File: src/rtl/ps2_scan_decoder.sv
// PS/2 keyboard receiver: synchronises the raw line pair, deserialises
// 11-bit device-to-host frames and tracks F0/E0 prefixes so that `data`
// holds the make code of the key currently down (0x00 when none).
module ps2_scan_decoder #(
   parameter int TIMEOUT_CYCLES = 50000
) (
   input  logic       clk,
   input  logic       rst,
   input  logic       ps2_clk,
   input  logic       ps2_data,
   output logic [7:0] data,
   output logic       key_down,
   output logic       code_stb,
   output logic       frame_err
);

   localparam int CW = $clog2(TIMEOUT_CYCLES + 1);

   typedef enum logic [1:0] {
      ST_IDLE   = 2'd0,
      ST_DATA   = 2'd1,
      ST_PARITY = 2'd2,
      ST_STOP   = 2'd3
   } state_t;

   // True when the eight data bits plus the parity bit hold an odd count of ones
   function automatic logic odd_parity(input logic [7:0] b, input logic p);
      return ^{b, p};
   endfunction

   logic          clk_s1_r, clk_s2_r, clk_s3_r;
   logic          dat_s1_r, dat_s2_r;
   logic          fall_s;
   logic          timeout_s;
   state_t        state_r, state_nxt_s;
   logic [7:0]    sr_r, sr_nxt_s;
   logic [2:0]    bit_cnt_r, bit_cnt_nxt_s;
   logic          par_r, par_nxt_s;
   logic [CW-1:0] to_cnt_r, to_cnt_nxt_s;
   logic          good_s, err_s;
   logic          brk_r, brk_nxt_s;
   logic          ext_r, ext_nxt_s;
   logic [7:0]    data_r, data_nxt_s;
   logic          key_down_r, key_down_nxt_s;
   logic          code_stb_r, frame_err_r;

   assign fall_s    = clk_s3_r & ~clk_s2_r;
   assign timeout_s = (to_cnt_r == CW'(TIMEOUT_CYCLES - 1));

   // Bring the asynchronous keyboard pins into the clk domain (idle high)
   always_ff @(posedge clk or posedge rst) begin
      if (rst) begin
         clk_s1_r <= 1'b1;
         clk_s2_r <= 1'b1;
         clk_s3_r <= 1'b1;
         dat_s1_r <= 1'b1;
         dat_s2_r <= 1'b1;
      end else begin
         clk_s1_r <= ps2_clk;
         clk_s2_r <= clk_s1_r;
         clk_s3_r <= clk_s2_r;
         dat_s1_r <= ps2_data;
         dat_s2_r <= dat_s1_r;
      end
   end

   // Frame state machine and deserialiser registers
   always_ff @(posedge clk or posedge rst) begin
      if (rst) begin
         state_r   <= ST_IDLE;
         sr_r      <= 8'h00;
         bit_cnt_r <= 3'd0;
         par_r     <= 1'b0;
         to_cnt_r  <= '0;
      end else begin
         state_r   <= state_nxt_s;
         sr_r      <= sr_nxt_s;
         bit_cnt_r <= bit_cnt_nxt_s;
         par_r     <= par_nxt_s;
         to_cnt_r  <= to_cnt_nxt_s;
      end
   end

   // Next-state logic: a ps2_clk fall always beats a simultaneous timeout
   always_comb begin
      state_nxt_s   = state_r;
      sr_nxt_s      = sr_r;
      bit_cnt_nxt_s = bit_cnt_r;
      par_nxt_s     = par_r;
      to_cnt_nxt_s  = '0;
      good_s        = 1'b0;
      err_s         = 1'b0;
      case (state_r)
         ST_IDLE: begin
            if (fall_s && !dat_s2_r) begin
               state_nxt_s   = ST_DATA;
               bit_cnt_nxt_s = 3'd0;
            end else begin
               state_nxt_s = ST_IDLE;
            end
         end
         ST_DATA: begin
            if (fall_s) begin
               sr_nxt_s      = {dat_s2_r, sr_r[7:1]};
               bit_cnt_nxt_s = bit_cnt_r + 3'd1;
               if (bit_cnt_r == 3'd7) begin
                  state_nxt_s = ST_PARITY;
               end else begin
                  state_nxt_s = ST_DATA;
               end
            end else if (timeout_s) begin
               state_nxt_s = ST_IDLE;
               err_s       = 1'b1;
            end else begin
               to_cnt_nxt_s = to_cnt_r + CW'(1);
            end
         end
         ST_PARITY: begin
            if (fall_s) begin
               par_nxt_s   = dat_s2_r;
               state_nxt_s = ST_STOP;
            end else if (timeout_s) begin
               state_nxt_s = ST_IDLE;
               err_s       = 1'b1;
            end else begin
               to_cnt_nxt_s = to_cnt_r + CW'(1);
            end
         end
         ST_STOP: begin
            if (fall_s) begin
               state_nxt_s = ST_IDLE;
               if (dat_s2_r && odd_parity(sr_r, par_r)) begin
                  good_s = 1'b1;
               end else begin
                  err_s = 1'b1;
               end
            end else if (timeout_s) begin
               state_nxt_s = ST_IDLE;
               err_s       = 1'b1;
            end else begin
               to_cnt_nxt_s = to_cnt_r + CW'(1);
            end
         end
         default: begin
            state_nxt_s = ST_IDLE;
         end
      endcase
   end

   // Make/break tracking on each good byte; discarded frames leave prefixes alone
   always_comb begin
      brk_nxt_s      = brk_r;
      ext_nxt_s      = ext_r;
      data_nxt_s     = data_r;
      key_down_nxt_s = key_down_r;
      if (good_s) begin
         if (sr_r == 8'hF0) begin
            brk_nxt_s = 1'b1;
         end else if (sr_r == 8'hE0) begin
            ext_nxt_s = 1'b1;
         end else if (brk_r) begin
            if (sr_r == data_r) begin
               data_nxt_s     = 8'h00;
               key_down_nxt_s = 1'b0;
            end else begin
               data_nxt_s = data_r;
            end
            brk_nxt_s = 1'b0;
            ext_nxt_s = 1'b0;
         end else begin
            data_nxt_s     = sr_r;
            key_down_nxt_s = 1'b1;
            ext_nxt_s      = 1'b0;
         end
      end else begin
         data_nxt_s = data_r;
      end
   end

   // Registered key state and one-cycle status pulses
   always_ff @(posedge clk or posedge rst) begin
      if (rst) begin
         brk_r       <= 1'b0;
         ext_r       <= 1'b0;
         data_r      <= 8'h00;
         key_down_r  <= 1'b0;
         code_stb_r  <= 1'b0;
         frame_err_r <= 1'b0;
      end else begin
         brk_r       <= brk_nxt_s;
         ext_r       <= ext_nxt_s;
         data_r      <= data_nxt_s;
         key_down_r  <= key_down_nxt_s;
         code_stb_r  <= good_s;
         frame_err_r <= err_s;
      end
   end

   assign data      = data_r;
   assign key_down  = key_down_r;
   assign code_stb  = code_stb_r;
   assign frame_err = frame_err_r;

endmodule

File: config.mk
export PLATFORM = sky130hd
export DESIGN_NAME = ps2_scan_decoder
export DESIGN_NICKNAME = d
export VERILOG_FILES = /design/src/rtl/ps2_scan_decoder.sv
export SDC_FILE = /design/constraint.sdc
export NUM_CORES = 1
export LEC_CHECK = 0
export ABC_AREA = 1
export BUFFER_PORTS_ARGS = -buffer_cell sky130_fd_sc_hd__buf_2
export CAP_MARGIN = 20
export CELL_PAD_IN_SITES_DETAIL_PLACEMENT = 2
export CELL_PAD_IN_SITES_GLOBAL_PLACEMENT = 2
export CORE_MARGIN = 3
export CORE_UTILIZATION = 32
export DETAILED_ROUTE_END_ITERATION = 7
export PLACE_DENSITY_LB_ADDON = 0.1
export SYNTH_ARGS = -nofsm -noshare
export SYNTH_HDL_FRONTEND = slang
export SYNTH_SLANG_ARGS = --single-unit
File: constraint.sdc
create_clock -name clk -period 1.44 [get_ports clk]
set_input_delay 0.072 -clock clk [delete_from_list [all_inputs] [get_ports clk]]
set_output_delay 0.072 -clock clk [all_outputs]
set_load 0.005 [all_outputs]
Yosys cells after proc, flatten, opt, wreduce, memory -nomap -nowiden --
Index checks and enable logic that the tools add are counted.
Word-level totals: bits of input ports 4, word-level logic and storage cells 73, register bits after elaboration 47
Cells by class: bitwise logic cells 4, muxes and demuxes 27, add/subtract/negate cells 2, reductions and logical operators 13, equal/unequal tests 12
Operator list (count):
- $mux 16 | 3
- $add 16x1->16 const B | 1
- $eq 16x16->1 const B | 1
- $eq 8x8->1 const B | 2
- $mux 8 | 2
- $mux 1 | 12
- $mux 2 | 5
- $reduce_xor 9->1 | 1
- $eq 8x8->1 | 1
- $pmux 2 s4 | 1
- $mux 3 | 2
- $ne 2x2->1 const B | 3
- $pmux 3 s2 | 1
- $reduce_and 2->1 | 3
- $eq 2x2->1 const B | 2
- $reduce_and 4->1 | 1
- $add 3x1->3 const B | 1
- $eq 3x3->1 const B | 1
- $not 1->1 | 3
- $reduce_and 3->1 | 1
- $reduce_or 3->1 | 1
- $eq 2x1->1 const B | 1
- $logic_and 1x1->1 | 2
- $logic_not 2->1 | 1
- other kinds (6) | 6

Longest topological paths before layout --
Gate-level depths: netlist of run 1.
depth after elaboration 6, depth in mapped cells 13, depth with buffers taken out 13

Least setup slack after synthesis of run 1 --
OpenSTA, ideal clock, no wires.
path type reg2reg, from register state_r[1], to register sr_r[0], cell stages (with the launch flop) 7, arrival time 1.434 ns, setup time 0.131 ns, data required time 1.309 ns, period minus slack after synthesis 1.564 ns, slack -0.124 ns, cell sequence dfrtp_1 -> inv_1 -> ha_1 -> inv_1 -> nor2_1 -> clkbuf_1 -> o21ai_0
Between the ends: word-level cells in the longest chain between the ends 2
Ends and longest elaborated chain:
- from (decl) | RTL line 35 | state_t state_r, state_nxt_s;
- from (signal assigned) | RTL line 76 | state_r <= state_nxt_s;
- $eq 2x1->1 | RTL line 93 | case (state_r)
- $reduce_and 2->1 (no source line)
- to (signal assigned) | RTL line 77 | sr_r <= sr_nxt_s;
- to (decl) | RTL line 36 | logic [7:0] sr_r, sr_nxt_s;
Every way passes these cells. A chain may end at the register's enable or synchronous reset.

Worst setup path in the final report of run 1 --
from register sr_r[0], to register data_r[7], in the netlist data[7]
Between the ends: word-level cells in the longest chain between the ends 6, elaborated cells between the ends (all ways) 12
Ends and longest elaborated chain:
- $reduce_xor 9->1 | RTL line 28 | return ^{b, p};
- $logic_and 1x1->1 | RTL line 132 | if (dat_s2_r && odd_parity(sr_r, par_r)) begin
- $mux 1 | RTL line 132
- $mux 1 | RTL line 130 | if (fall_s) begin
- $mux 1 | RTL line 93
- $reduce_and 4->1 (no source line) (*)
- to (signal assigned) | RTL line 192 | data_r <= data_nxt_s;
- to (decl) | RTL line 43 | logic [7:0] data_r, data_nxt_s;
Mark *: on every way between the ends. The rest lies on a longest branch, timed or not.

==> out/qor.tcl, run 1 <==
set qor(worst-endpoint-required_ns) 1.68
set qor(drtPass1Iterations) 4
set qor(yosysSeqAreaShare) 0.4894
set qor(achievable-frequency_mhz) 516.7
set qor(worst-setup-path-type) {reg2reg}
set qor(grt_use_total) 0.2542
set qor(number_of_enable_flip_flop_cells_after_synthesis) 0
set qor(post-route-period-util) 1.344
set qor(gp_congestion) 0.7635
set qor(ys.flop_type) {sky130_fd_sc_hd__dfrtp_1}
set qor(synth_cell_types) 27
set qor(cp_cell_sequence) {inv_2 -> nand2_1 -> nand2_1 -> nand2_2 -> nand3_2 -> nand2_1 -> nand2_1 -> nand3_2 -> nor2_4 -> buf_6 -> nand3_1 -> nand2_1}
set qor(post-dp-hpwl_mm) 5.777
set qor(vias) 2792
set qor(cpMaxStageDelayCell) {sky130_fd_sc_hd__dfrtp_2}
set qor(buf_inv_on_cp) 2
set qor(worst_path_largest_cell_delay_ns) 0.47
set qor(maxCapViolCount) 0
set qor(number_of_antenna_violations_at_the_first_check_in_global_routing) 0
set qor(crit_arrival_ns) 2.18
set qor(drive_above_1_share) 0.5816
set qor(p_r_area_growth_vs_syn_pct) 68.67
set qor(grt_first_pass_wirelength_mm) 16.83
set qor(syn_nets) 314
set qor(timing_hold_violations_final) 0
set qor(syn-cell-area_um2) 2416
set qor(timing.max_slew.rel_slack) 0.7118
set qor(finish.utilization) 0.5589
set qor(die_area_um2) 8629
set qor(outcome) {complete, but fails checks}
set qor(avgSynthCellArea_um2) 8.000
set qor(core_region_area_um2) 7292
set qor(tritoncts.num_buffers) 5
set qor(placement.io_buffers) 14
set qor(setup_ws_ns) -0.4953
set qor(final.setup_skew_ns) 0.01739
set qor(wl_per_cell_um) 24.99
set qor(yosys.cell_count.top_type) {sky130_fd_sc_hd__nand2_1}
set qor(timing.critical_path.to_type) {flip-flop}
set qor(gr-total-overflow) 0
set qor(drt_wl_total_mm) 13.35
set qor(htree_levels) 2
set qor(synth_seq_cells) 47
set qor(cpLargestDelayFamily) {simple AND/OR/NAND/NOR gates}
set qor(finalSetupViolCount) 40
set qor(power_density_nw_per_um2) 698.7
set qor(ios) 15
set qor(drtAntennaViolNets) 0
set qor(netlist_top_cells_area) {sky130_fd_sc_hd__dfrtp_1, sky130_fd_sc_hd__nand2_1, sky130_fd_sc_hd__dfstp_2}
set qor(holdCritPathClass) {reg2reg}
set qor(timing_worst_slew_pin_value_ns) 0.4290
set qor(fp-row-count) 31
set qor(clock_pin_slew_reported_for_the_worst_setup_and_hold_paths_after_clock_tree_synthesis_ns) 0.11
set qor(ff2ff_setup_slack_ns) -0.50
set qor(post-route-min-period_ns) 1.935
set qor(cts_sinks) 47
set qor(leakagePower_nw) 1.871
set qor(detail_route.iter0.violations) 83
set qor(vias_in_the_first_global_route) 3072
set qor(critical_path.max_fanout) 5
set qor(chipHeight_um) 92.89
set qor(route.detailed.drc) 0
set qor(rsz0062_at_grt) {true}
set qor(avgViaCountPerCell) 5.228
set qor(cts-root-buf) {sky130_fd_sc_hd__clkbuf_8}
set qor(netlist.top_cell.by_area) {sky130_fd_sc_hd__dfrtp_1}
set qor(post_synth_inst_count) 302
set qor(report.power.total_mw) 2.847
set qor(grt_start_max_net_pins) 48
set qor(crit_top_cell) {sky130_fd_sc_hd__nand2_1}
set qor(initial_core_util) 0.3313
set qor(synthArstFlopShare) 1.000
set qor(yosysWarnings) 0
set qor(fin_setup_tns_ns) -10.11
set qor(synth.top_cells.by_count) {sky130_fd_sc_hd__nand2_1, sky130_fd_sc_hd__dfrtp_1, sky130_fd_sc_hd__inv_1, sky130_fd_sc_hd__nor2_1, sky130_fd_sc_hd__nand3_1}
set qor(vdd_ir_drop_max_uv) 348.7
set qor(diodes) 0
set qor(clock_insertion_delay_worst_skew_ns) 0.32
set qor(drv_slew) 0
set qor(violations) {negative setup slack}
set qor(critical_path.startpoint_type) {flip-flop}
set qor(cts-root-to-sink-buffers) 2
set qor(cts_tree) {yes}
set qor(design.final.nets) 446
set qor(synth_top_cell_area_share) 0.4350
set qor(dieWidth_um) 92.89
-- state kept, by name, indices dropped and copies added, names as in the netlist --
name       count
clk_s3_r       1
sr_r           8
code_stb       1
par_r          1
data           8
dat_s2_r       1
to_cnt_r      16
clk_s2_r       1
state_r        2
brk_r          1
clk_s1_r       1
key_down       1
dat_s1_r       1
frame_err      1
bit_cnt_r      3
-- power by group --
group          switching (mW)  leakage, nW  internal (mW)
clock network           0.527       0.0402          0.340
logic                   0.315         1.21          0.246
registers              0.0553        0.625           1.36
-- metrics by stage --
stage,std cells,hold slack (ns),setup slack [ns],area [um^2]
floorplan,302,0.07648,0.001101,2445
detailed placement,479,0.1441,-0.4252,3137
global route,534,0.3740,-0.6072,4075
global placement,479,0.1362,-0.2522,3137
CTS,511,0.3603,-0.2813,3659
finish,534,0.3701,-0.4953,4075
-- final cells by class --
| type | instances | area [um^2] |
|---|---|---|
| fill | 755 | 3217 |
| multi-input combinational | 215 | 1514 |
| sequential | 47 | 1190 |
| timing repair buffer | 128 | 1013 |
| inverter | 37 | 145.1 |
| tap | 99 | 123.9 |
| clock buffer | 5 | 68.82 |
| clock inverter | 3 | 20.02 |
-- cells in the final DEF (no fill, tap or decap), drive strengths merged --
master / synthesis / routed
nand3: 25 / 25
o21ai: 18 / 18
a21oi: 13 / 13
clkinvlp: 0 / 3
nor3b: 2 / 2
a31oi: 3 / 3
nand2: 80 / 81
nor2: 34 / 34
clkinv: 0 / 1
nor4: 3 / 3
and3: 1 / 1
xor2: 3 / 3
xnor2: 3 / 3
dfrtp: 42 / 42
inv: 37 / 36
or2: 4 / 4
nor3: 6 / 6
a32o: 2 / 2
dlygate4sd3: 0 / 3
nand4: 8 / 8
buf: 1 / 125
dfstp: 5 / 5
ha: 8 / 8
o32ai: 1 / 1
clkbuf: 3 / 5
-- final timing paths --
path,cells past startpoint,endpoint,start
max in group asynchronous,4,clk_s3_r,rst
max reg2reg,12,data[7],sr_r[0]
min in group asynchronous,4,to_cnt_r[13],rst
max,12,data[7],sr_r[0]
min reg2reg,0,clk_s2_r,clk_s1_r
min,0,clk_s2_r,clk_s1_r
-- cells by family after synthesis --
family | synth area share
DFF | 0.4894
adders and majority gates | 0.04143
and+or+nand+nor | 0.2952
AOI/OAI and AO/OA | 0.08545
buffers and inverters | 0.06680
xor gates and xnor gates | 0.02175
-- repair_timing --
action	in CTS	in global routing
hold buffers	3	0
gates resized for setup	72	83
gates cloned	2	2
setup buffers	21	23
endpoints found under the hold margin	44	0
setup endpoints to repair	41	41
pin swaps	14	34
-- routing by layer --
layer  global-route usage  share of wire  vias to the layer above
met1               0.2901           0.39                     1424
met3              0.03737          0.035                       40
met5                    0              0                        -
li1                     -              -                     1243
met4              0.08303          0.033                        0
met2               0.4799           0.54                       85
Note: power is estimated with default switching activity, not from simulation.
==> inputs of run 2 (changes only) <==
--- a/config.mk
+++ b/config.mk
@@ -14,6 +14,7 @@
 export CORE_UTILIZATION = 32
 export DETAILED_ROUTE_END_ITERATION = 7
 export PLACE_DENSITY_LB_ADDON = 0.1
+export SKIP_CTS_REPAIR_TIMING = 1
 export SYNTH_ARGS = -nofsm -noshare
 export SYNTH_HDL_FRONTEND = slang
 export SYNTH_SLANG_ARGS = --single-unit
==> out/qor.tcl, run 2 (synthesis gave the netlist of run 1 again) <==
set qor(outcome) {complete, but fails checks}
set qor(violations) {negative setup slack}
set qor(dieWidth_um) 92.89 ;# unchanged
set qor(buf_inv_on_cp) 2 ;# unchanged
set qor(grt.met2_usage) 0.3659 ;# -0.1140
set qor(grt_first_pass_wirelength_mm) 13.25 ;# -21%
set qor(max_flop_register) {to_cnt_r}
set qor(placement.io_buffers) 14 ;# unchanged
set qor(clock_insertion_delay_worst_skew_ns) 0.31 ;# about the same
set qor(achievable-frequency_mhz) 503.5 ;# -2.6%
set qor(timing.max_slew.rel_slack) 0.7477 ;# +0.03590
set qor(ios) 15 ;# unchanged
set qor(globalRouteMet1Util) 0.2276 ;# -0.06254
set qor(design_area_um2) 3941 ;# -3.3%
set qor(final.setup_skew_ns) 0.01100 ;# -0.006382 ns
set qor(htree_levels) 2 ;# unchanged
set qor(drtAntennaViolNets) 0 ;# unchanged
set qor(gp_congestion) 0.7635 ;# unchanged
set qor(core_region_area_um2) 7292 ;# unchanged
set qor(critical_path.max_fanout) 5 ;# unchanged
set qor(timing_worst_slew_pin_value_ns) 0.3772 ;# -0.05172 ns
set qor(grt_use_total) 0.1949 ;# -0.05923
set qor(drv_slew) 0 ;# unchanged
set qor(crit_arrival_ns) 2.23 ;# +0.05 ns
set qor(grtUsageMet3) 0.03412 ;# -0.003249
set qor(clock_pin_slew_reported_for_the_worst_setup_and_hold_paths_after_clock_tree_synthesis_ns) 0.11 ;# about the same
set qor(drt_wl_total_mm) 12.02 ;# -9.9%
set qor(power_density_nw_per_um2) 717.9 ;# +2.7%
set qor(fp-row-count) 31 ;# unchanged
set qor(detail_route.iter0.violations) 102 ;# +23%
set qor(vias_in_the_first_global_route) 2696 ;# -12%
set qor(cts_sinks) 47 ;# unchanged
set qor(placement.cell_area_um2) 3137 ;# unchanged
set qor(vias) 2705 ;# -3.1%
set qor(route.detailed.drc) 0 ;# unchanged
set qor(rsz0062_at_grt) {true}
set qor(drtPass1Iterations) 4 ;# unchanged
set qor(timing.critical_path.to_type) {flip-flop}
set qor(grt_start_max_net_pins) 48 ;# unchanged
set qor(avgViaCountPerCell) 5.172 ;# -1.1%
set qor(setup_ws_ns) -0.5461 ;# -0.05084 ns
set qor(initial_core_util) 0.3313 ;# unchanged
set qor(holdCritPathClass) {reg2reg}
set qor(wl_per_cell_um) 22.98 ;# -8.0%
set qor(cp_cell_sequence) {inv_1 -> nand2_1 -> nand2_1 -> nand2_2 -> nand2_2 -> nand2_2 -> nand2_2 -> nand2_2 -> nand3_4 -> nor2_4 -> buf_6 -> nand3_1 -> nand2_1}
set qor(vdd_ir_drop_max_uv) 388.1 ;# +11%
set qor(globalRoute.busiestLayer) {met2}
set qor(design.final.nets) 435 ;# -2.5%
set qor(diodes) 0 ;# unchanged
set qor(chipHeight_um) 92.89 ;# unchanged
set qor(most-common-layout-cells) {sky130_fd_sc_hd__buf_4, sky130_fd_sc_hd__nand2_1, sky130_fd_sc_hd__dfrtp_1, sky130_fd_sc_hd__nand2_2, sky130_fd_sc_hd__inv_1}
set qor(cpMaxStageDelayCell) {sky130_fd_sc_hd__dfrtp_1}
set qor(tritoncts.num_buffers) 5 ;# unchanged
set qor(drive_above_1_share) 0.5542 ;# -0.02736
set qor(post-route-min-period_ns) 1.986 ;# +0.05084 ns
set qor(cts-root-to-sink-buffers) 2 ;# unchanged
set qor(number_of_antenna_violations_at_the_first_check_in_global_routing) 0 ;# unchanged
set qor(finish.utilization) 0.5405 ;# -0.01836
set qor(post-route-period-util) 1.379 ;# +0.03530
set qor(leakagePower_nw) 1.803 ;# -3.6%
set qor(worst-setup-path-type) {reg2reg}
set qor(die_area_um2) 8629 ;# unchanged
set qor(critical_path.startpoint_type) {flip-flop}
set qor(worst-endpoint-required_ns) 1.69 ;# about the same
set qor(cts-root-buf) {sky130_fd_sc_hd__clkbuf_8}
set qor(cts_tree) {yes}
set qor(p_r_area_growth_vs_syn_pct) 63.13
set qor(maxCapViolCount) 0 ;# unchanged
set qor(dpl_worst_slack_ns) -0.4252 ;# unchanged
set qor(post-dp-hpwl_mm) 5.777 ;# unchanged
set qor(timing_hold_violations_final) 0 ;# unchanged
set qor(finalSetupViolCount) 40 ;# unchanged
set qor(worst_path_largest_cell_delay_ns) 0.43 ;# -0.04 ns
set qor(mostFrequentLayoutCell) {sky130_fd_sc_hd__buf_4}
set qor(crit_top_cell) {sky130_fd_sc_hd__nand2_2}
set qor(gr-total-overflow) 0 ;# unchanged
set qor(cpLargestDelayFamily) {simple AND/OR/NAND/NOR gates}
set qor(largest_register_ff_count) 16 ;# unchanged
[run 2: metal layers]
metal | wire length [um] | vias to the layer above
li1 | - | 1223
met1 | 4747 | 1380
met2 | 6710 | 70
met3 | 289 | 32
met4 | 272 | 0
met5 | 0 | -
[run 2: layout make-up]
cell class              instances  area, um^2
repair buffers                117       937.1
clock buffers                   5       68.82
well taps                      99       123.9
clock inverters                 3       20.02
flip-flops and latches         47        1187
fillers                       768        3351
inverters                      37       145.1
multi-input cells             215        1459
[run 2: worst paths after layout]
kind / start / endpoint / slack (ns) / depth (start not counted)
max reg2reg: par_r / data[3] / -0.55 / 13
min in group asynchronous: rst / sr_r[4] / 0.39 / 4
min: clk_s1_r / clk_s2_r / 0.37 / 0
min reg2reg: clk_s1_r / clk_s2_r / 0.37 / 0
max: par_r / data[3] / -0.55 / 13
max in group asynchronous: rst / clk_s3_r / 0.78 / 4
[run 2: power breakdown]
| part | switching [mW] | leakage [nW] | internal, mW |
|---|---|---|---|
| clock network | 0.541 | 0.0402 | 0.340 |
| logic | 0.295 | 1.13 | 0.235 |
| registers | 0.0546 | 0.629 | 1.36 |
| total | 0.891 | 1.80 | 1.94 |
[run 2: worst reg2reg max path: stages (launching register included)]
cell,delay (ns)
sky130_fd_sc_hd__dfrtp_1,0.43
sky130_fd_sc_hd__inv_1,0.11
sky130_fd_sc_hd__nand2_1,0.11
sky130_fd_sc_hd__nand2_1,0.09
sky130_fd_sc_hd__nand2_2,0.11
sky130_fd_sc_hd__nand2_2,0.07
sky130_fd_sc_hd__nand2_2,0.09
sky130_fd_sc_hd__nand2_2,0.08
sky130_fd_sc_hd__nand2_2,0.09
sky130_fd_sc_hd__nand3_4,0.10
sky130_fd_sc_hd__nor2_4,0.26
sky130_fd_sc_hd__buf_6,0.17
sky130_fd_sc_hd__nand3_1,0.10
sky130_fd_sc_hd__nand2_1,0.12
[run 2: through the flow]
| step | setup TNS, ns | cells | hold WS [ns] | power (mW) |
|---|---|---|---|---|
| after detailed placement | -8.929 | 479 | 0.1441 | 1.782 |
| after global placement | -5.277 | 479 | 0.1362 | 1.757 |
| after floorplan | 0 | 302 | 0.07648 | 1.606 |
| after global routing | -12.41 | 523 | 0.3739 | 2.946 |
| after CTS | -10.65 | 487 | -0.2039 | 2.652 |
| final | -10.25 | 523 | 0.3669 | 2.830 |
==> inputs of run 3 (changes only) <==
--- a/config.mk
+++ b/config.mk
@@ -11,7 +11,7 @@
 export CELL_PAD_IN_SITES_DETAIL_PLACEMENT = 2
 export CELL_PAD_IN_SITES_GLOBAL_PLACEMENT = 2
 export CORE_MARGIN = 3
-export CORE_UTILIZATION = 32
+export CORE_UTILIZATION = 39
 export DETAILED_ROUTE_END_ITERATION = 7
 export PLACE_DENSITY_LB_ADDON = 0.1
 export SKIP_CTS_REPAIR_TIMING = 1
==> constraint.sdc (replaced) <==
create_clock -name clk -period 2.29 [get_ports clk]
set_input_delay 0.1145 -clock clk [delete_from_list [all_inputs] [get_ports clk]]
set_output_delay 0.1145 -clock clk [all_outputs]
set_load 0.005 [all_outputs]
==> out/qor.tcl, run 3 (synthesis gave the netlist of run 1 again) <==
set qor(vdd_ir_drop_max_uv) 399.5 ;# +2.9%
set qor(vias) 2127 ;# -21%
set qor(clock_insertion_delay_worst_skew_ns) 0.30 ;# about the same
set qor(design.final.nets) 340 ;# -22%
set qor(max_flop_register) {to_cnt_r}
set qor(largest_register_ff_count) 16 ;# unchanged
set qor(fin_setup_tns_ns) 0 ;# +10.25 ns
set qor(wl_per_cell_um) 16.13 ;# -30%
set qor(clock_pin_slew_reported_for_the_worst_setup_and_hold_paths_after_clock_tree_synthesis_ns) 0.09 ;# -0.02 ns
set qor(worst-setup-path-type) {reg2reg}
set qor(timing.hold.ws_ns) -0.03598 ;# -0.4029 ns
set qor(finalNonFillerCells) 404 ;# -23%
set qor(grt_use_total) 0.1996 ;# +0.004706
set qor(number_of_antenna_violations_at_the_first_check_in_global_routing) 0 ;# unchanged
set qor(cts_tree) {yes}
set qor(power_density_nw_per_um2) 585.8 ;# -18%
set qor(post-route-period-util) 0.8295 ;# -0.5498
set qor(detail_route.iter0.violations) 65 ;# -36%
set qor(worst-endpoint-required_ns) 2.51 ;# +0.82 ns
set qor(gp_congestion) 0.7815 ;# +2.4%
set qor(nFillCells) 696 ;# -9.4%
set qor(chipHeight_um) 84.71 ;# -8.8%
set qor(mostFrequentLayoutCell) {sky130_fd_sc_hd__nand2_1}
set qor(layout.area.seq_um2) 1182 ;# -0.42%
set qor(place.detailed.instances) 394 ;# -18%
set qor(avgViaCountPerCell) 5.265 ;# +1.8%
set qor(core_region_area_um2) 5956 ;# -18%
set qor(final.setup_skew_ns) 0.003800 ;# -0.007205 ns
set qor(gr-total-overflow) 0 ;# unchanged
set qor(most-common-layout-cells) {sky130_fd_sc_hd__nand2_1, sky130_fd_sc_hd__dfrtp_1, sky130_fd_sc_hd__nor2_1, sky130_fd_sc_hd__inv_1, sky130_fd_sc_hd__nand3_1}
set qor(timing.max_slew.rel_slack) 0.5838 ;# -0.1639
set qor(multi_input_comb_area_um2) 1072 ;# -27%
set qor(cts-root-to-sink-buffers) 2 ;# unchanged
set qor(p_r_area_growth_vs_syn_pct) 13.00
set qor(drv_slew) 0 ;# unchanged
set qor(rsz0062_at_grt) {false}
set qor(timing.critical_path.to_type) {flip-flop}
set qor(maxCapViolCount) 0 ;# unchanged
set qor(grt_start_max_net_pins) 48 ;# unchanged
set qor(htree_levels) 2 ;# unchanged
set qor(dieWidth_um) 84.71 ;# -8.8%
set qor(initial_core_util) 0.4057 ;# +0.07434
set qor(finalSetupViolCount) 0 ;# -100%
set qor(timing_worst_slew_pin_value_ns) 0.6242 ;# +0.2470 ns
set qor(diodes) 0 ;# unchanged
set qor(fp-row-count) 28 ;# -9.7%
set qor(cts_sinks) 47 ;# unchanged
set qor(cts-root-buf) {sky130_fd_sc_hd__clkbuf_8}
set qor(holdCritPathClass) {in2async}
set qor(drt_wl_total_mm) 6.517 ;# -46%
set qor(placement.io_buffers) 14 ;# unchanged
set qor(die_area_um2) 7176 ;# -17%
set qor(post-dp-hpwl_mm) 4.736 ;# -18%
set qor(grt_first_pass_wirelength_mm) 11.50 ;# -13%
set qor(ios) 15 ;# unchanged
set qor(finish.utilization) 0.4584 ;# -0.08209
set qor(critical_path.startpoint_type) {flip-flop}
set qor(timing_hold_violations_final) 42 ;# +42
set qor(tritoncts.num_buffers) 5 ;# unchanged
set qor(drtAntennaViolNets) 0 ;# unchanged
set qor(outcome) {complete, but fails checks}
set qor(violations) {negative hold slack}
set qor(drtPass1Iterations) 4 ;# unchanged
set qor(post-route-min-period_ns) 1.900 ;# -0.08659 ns
set qor(drive_above_1_share) 0.1398 ;# -0.4144
set qor(critical_path.max_fanout) 5 ;# unchanged
set qor(route.detailed.drc) 0 ;# unchanged
set qor(vias_in_the_first_global_route) 2296 ;# -15%
set qor(leakagePower_nw) 1.291 ;# -28%
set qor(crit_arrival_ns) 2.12 ;# -0.11 ns
set qor(achievable-frequency_mhz) 526.4 ;# +4.6%
==> run 3: cell types whose count changed in the layout (fill, tap and decap cells not counted), sizes merged <==
cell / previous run / this run
buf: 114 / 21
nand2: 81 / 80
inv: 36 / 37
dlygate4sd3: 3 / 2
clkbuf: 5 / 8
clkinv: 1 / 0
clkinvlp: 3 / 0
==> run 3: power breakdown <==
group,switching (mW),internal (mW)
clock network,0.284,0.276
logic,0.102,0.0554
registers,0.0247,0.857
==> run 3: final timing paths <==
path | slack [ns] | to | cells after the start | from
max in group asynchronous | 1.89 | sr_r[2] | 3 | rst
setup reg to reg | 0.39 | to_cnt_r[14] | 7 | to_cnt_r[0]
setup / recovery | 0.39 | to_cnt_r[14] | 7 | to_cnt_r[0]
hold / removal | -0.04 | to_cnt_r[3] | 3 | rst
min in group clk | 0.36 | clk_s2_r | 0 | clk_s1_r
hold reg to reg | 0.36 | clk_s2_r | 0 | clk_s1_r
==> run 3: through the flow <==
step | setup WS, ns | instance area (um^2) | power (mW)
floorplan | 0.7256 | 2416 | 1.005
global placement | 0.5232 | 2610 | 1.045
detailed placement | 0.4592 | 2610 | 1.055
CTS | 0.3703 | 2710 | 1.624
global route | 0.2044 | 2730 | 1.694
finish | 0.3905 | 2730 | 1.599
==> run 3: layout make-up <==
class,count,share of cell area
flip-flops and latches,47,0.4331
multi-input cells,214,0.3928
repair buffers,23,0.05225
inverters,37,0.05087
clock buffers,8,0.03666
well taps,75,0.03437
==> run 3: critical path, cell delays in order (launching register included) <==
cell and delay (ns):
sky130_fd_sc_hd__dfrtp_1 0.38, sky130_fd_sc_hd__ha_1 0.19, sky130_fd_sc_hd__nand3_1 0.21, sky130_fd_sc_hd__nor2_1 0.28, sky130_fd_sc_hd__nand2_1 0.17, sky130_fd_sc_hd__nor2_1 0.29
sky130_fd_sc_hd__a21oi_1 0.11, sky130_fd_sc_hd__nor3_1 0.18
==> run 3: routing by layer <==
layer  vias to the layer above  routed length (um)  track usage  part of all wire
met5                         -                   0            0                 0
met2                        15                3444       0.3559              0.53
met1                      1075                2881       0.2498              0.44
met4                         0                  85      0.05180             0.013
met3                         7                 105      0.03337             0.016
li1                       1030                   -            -                 -
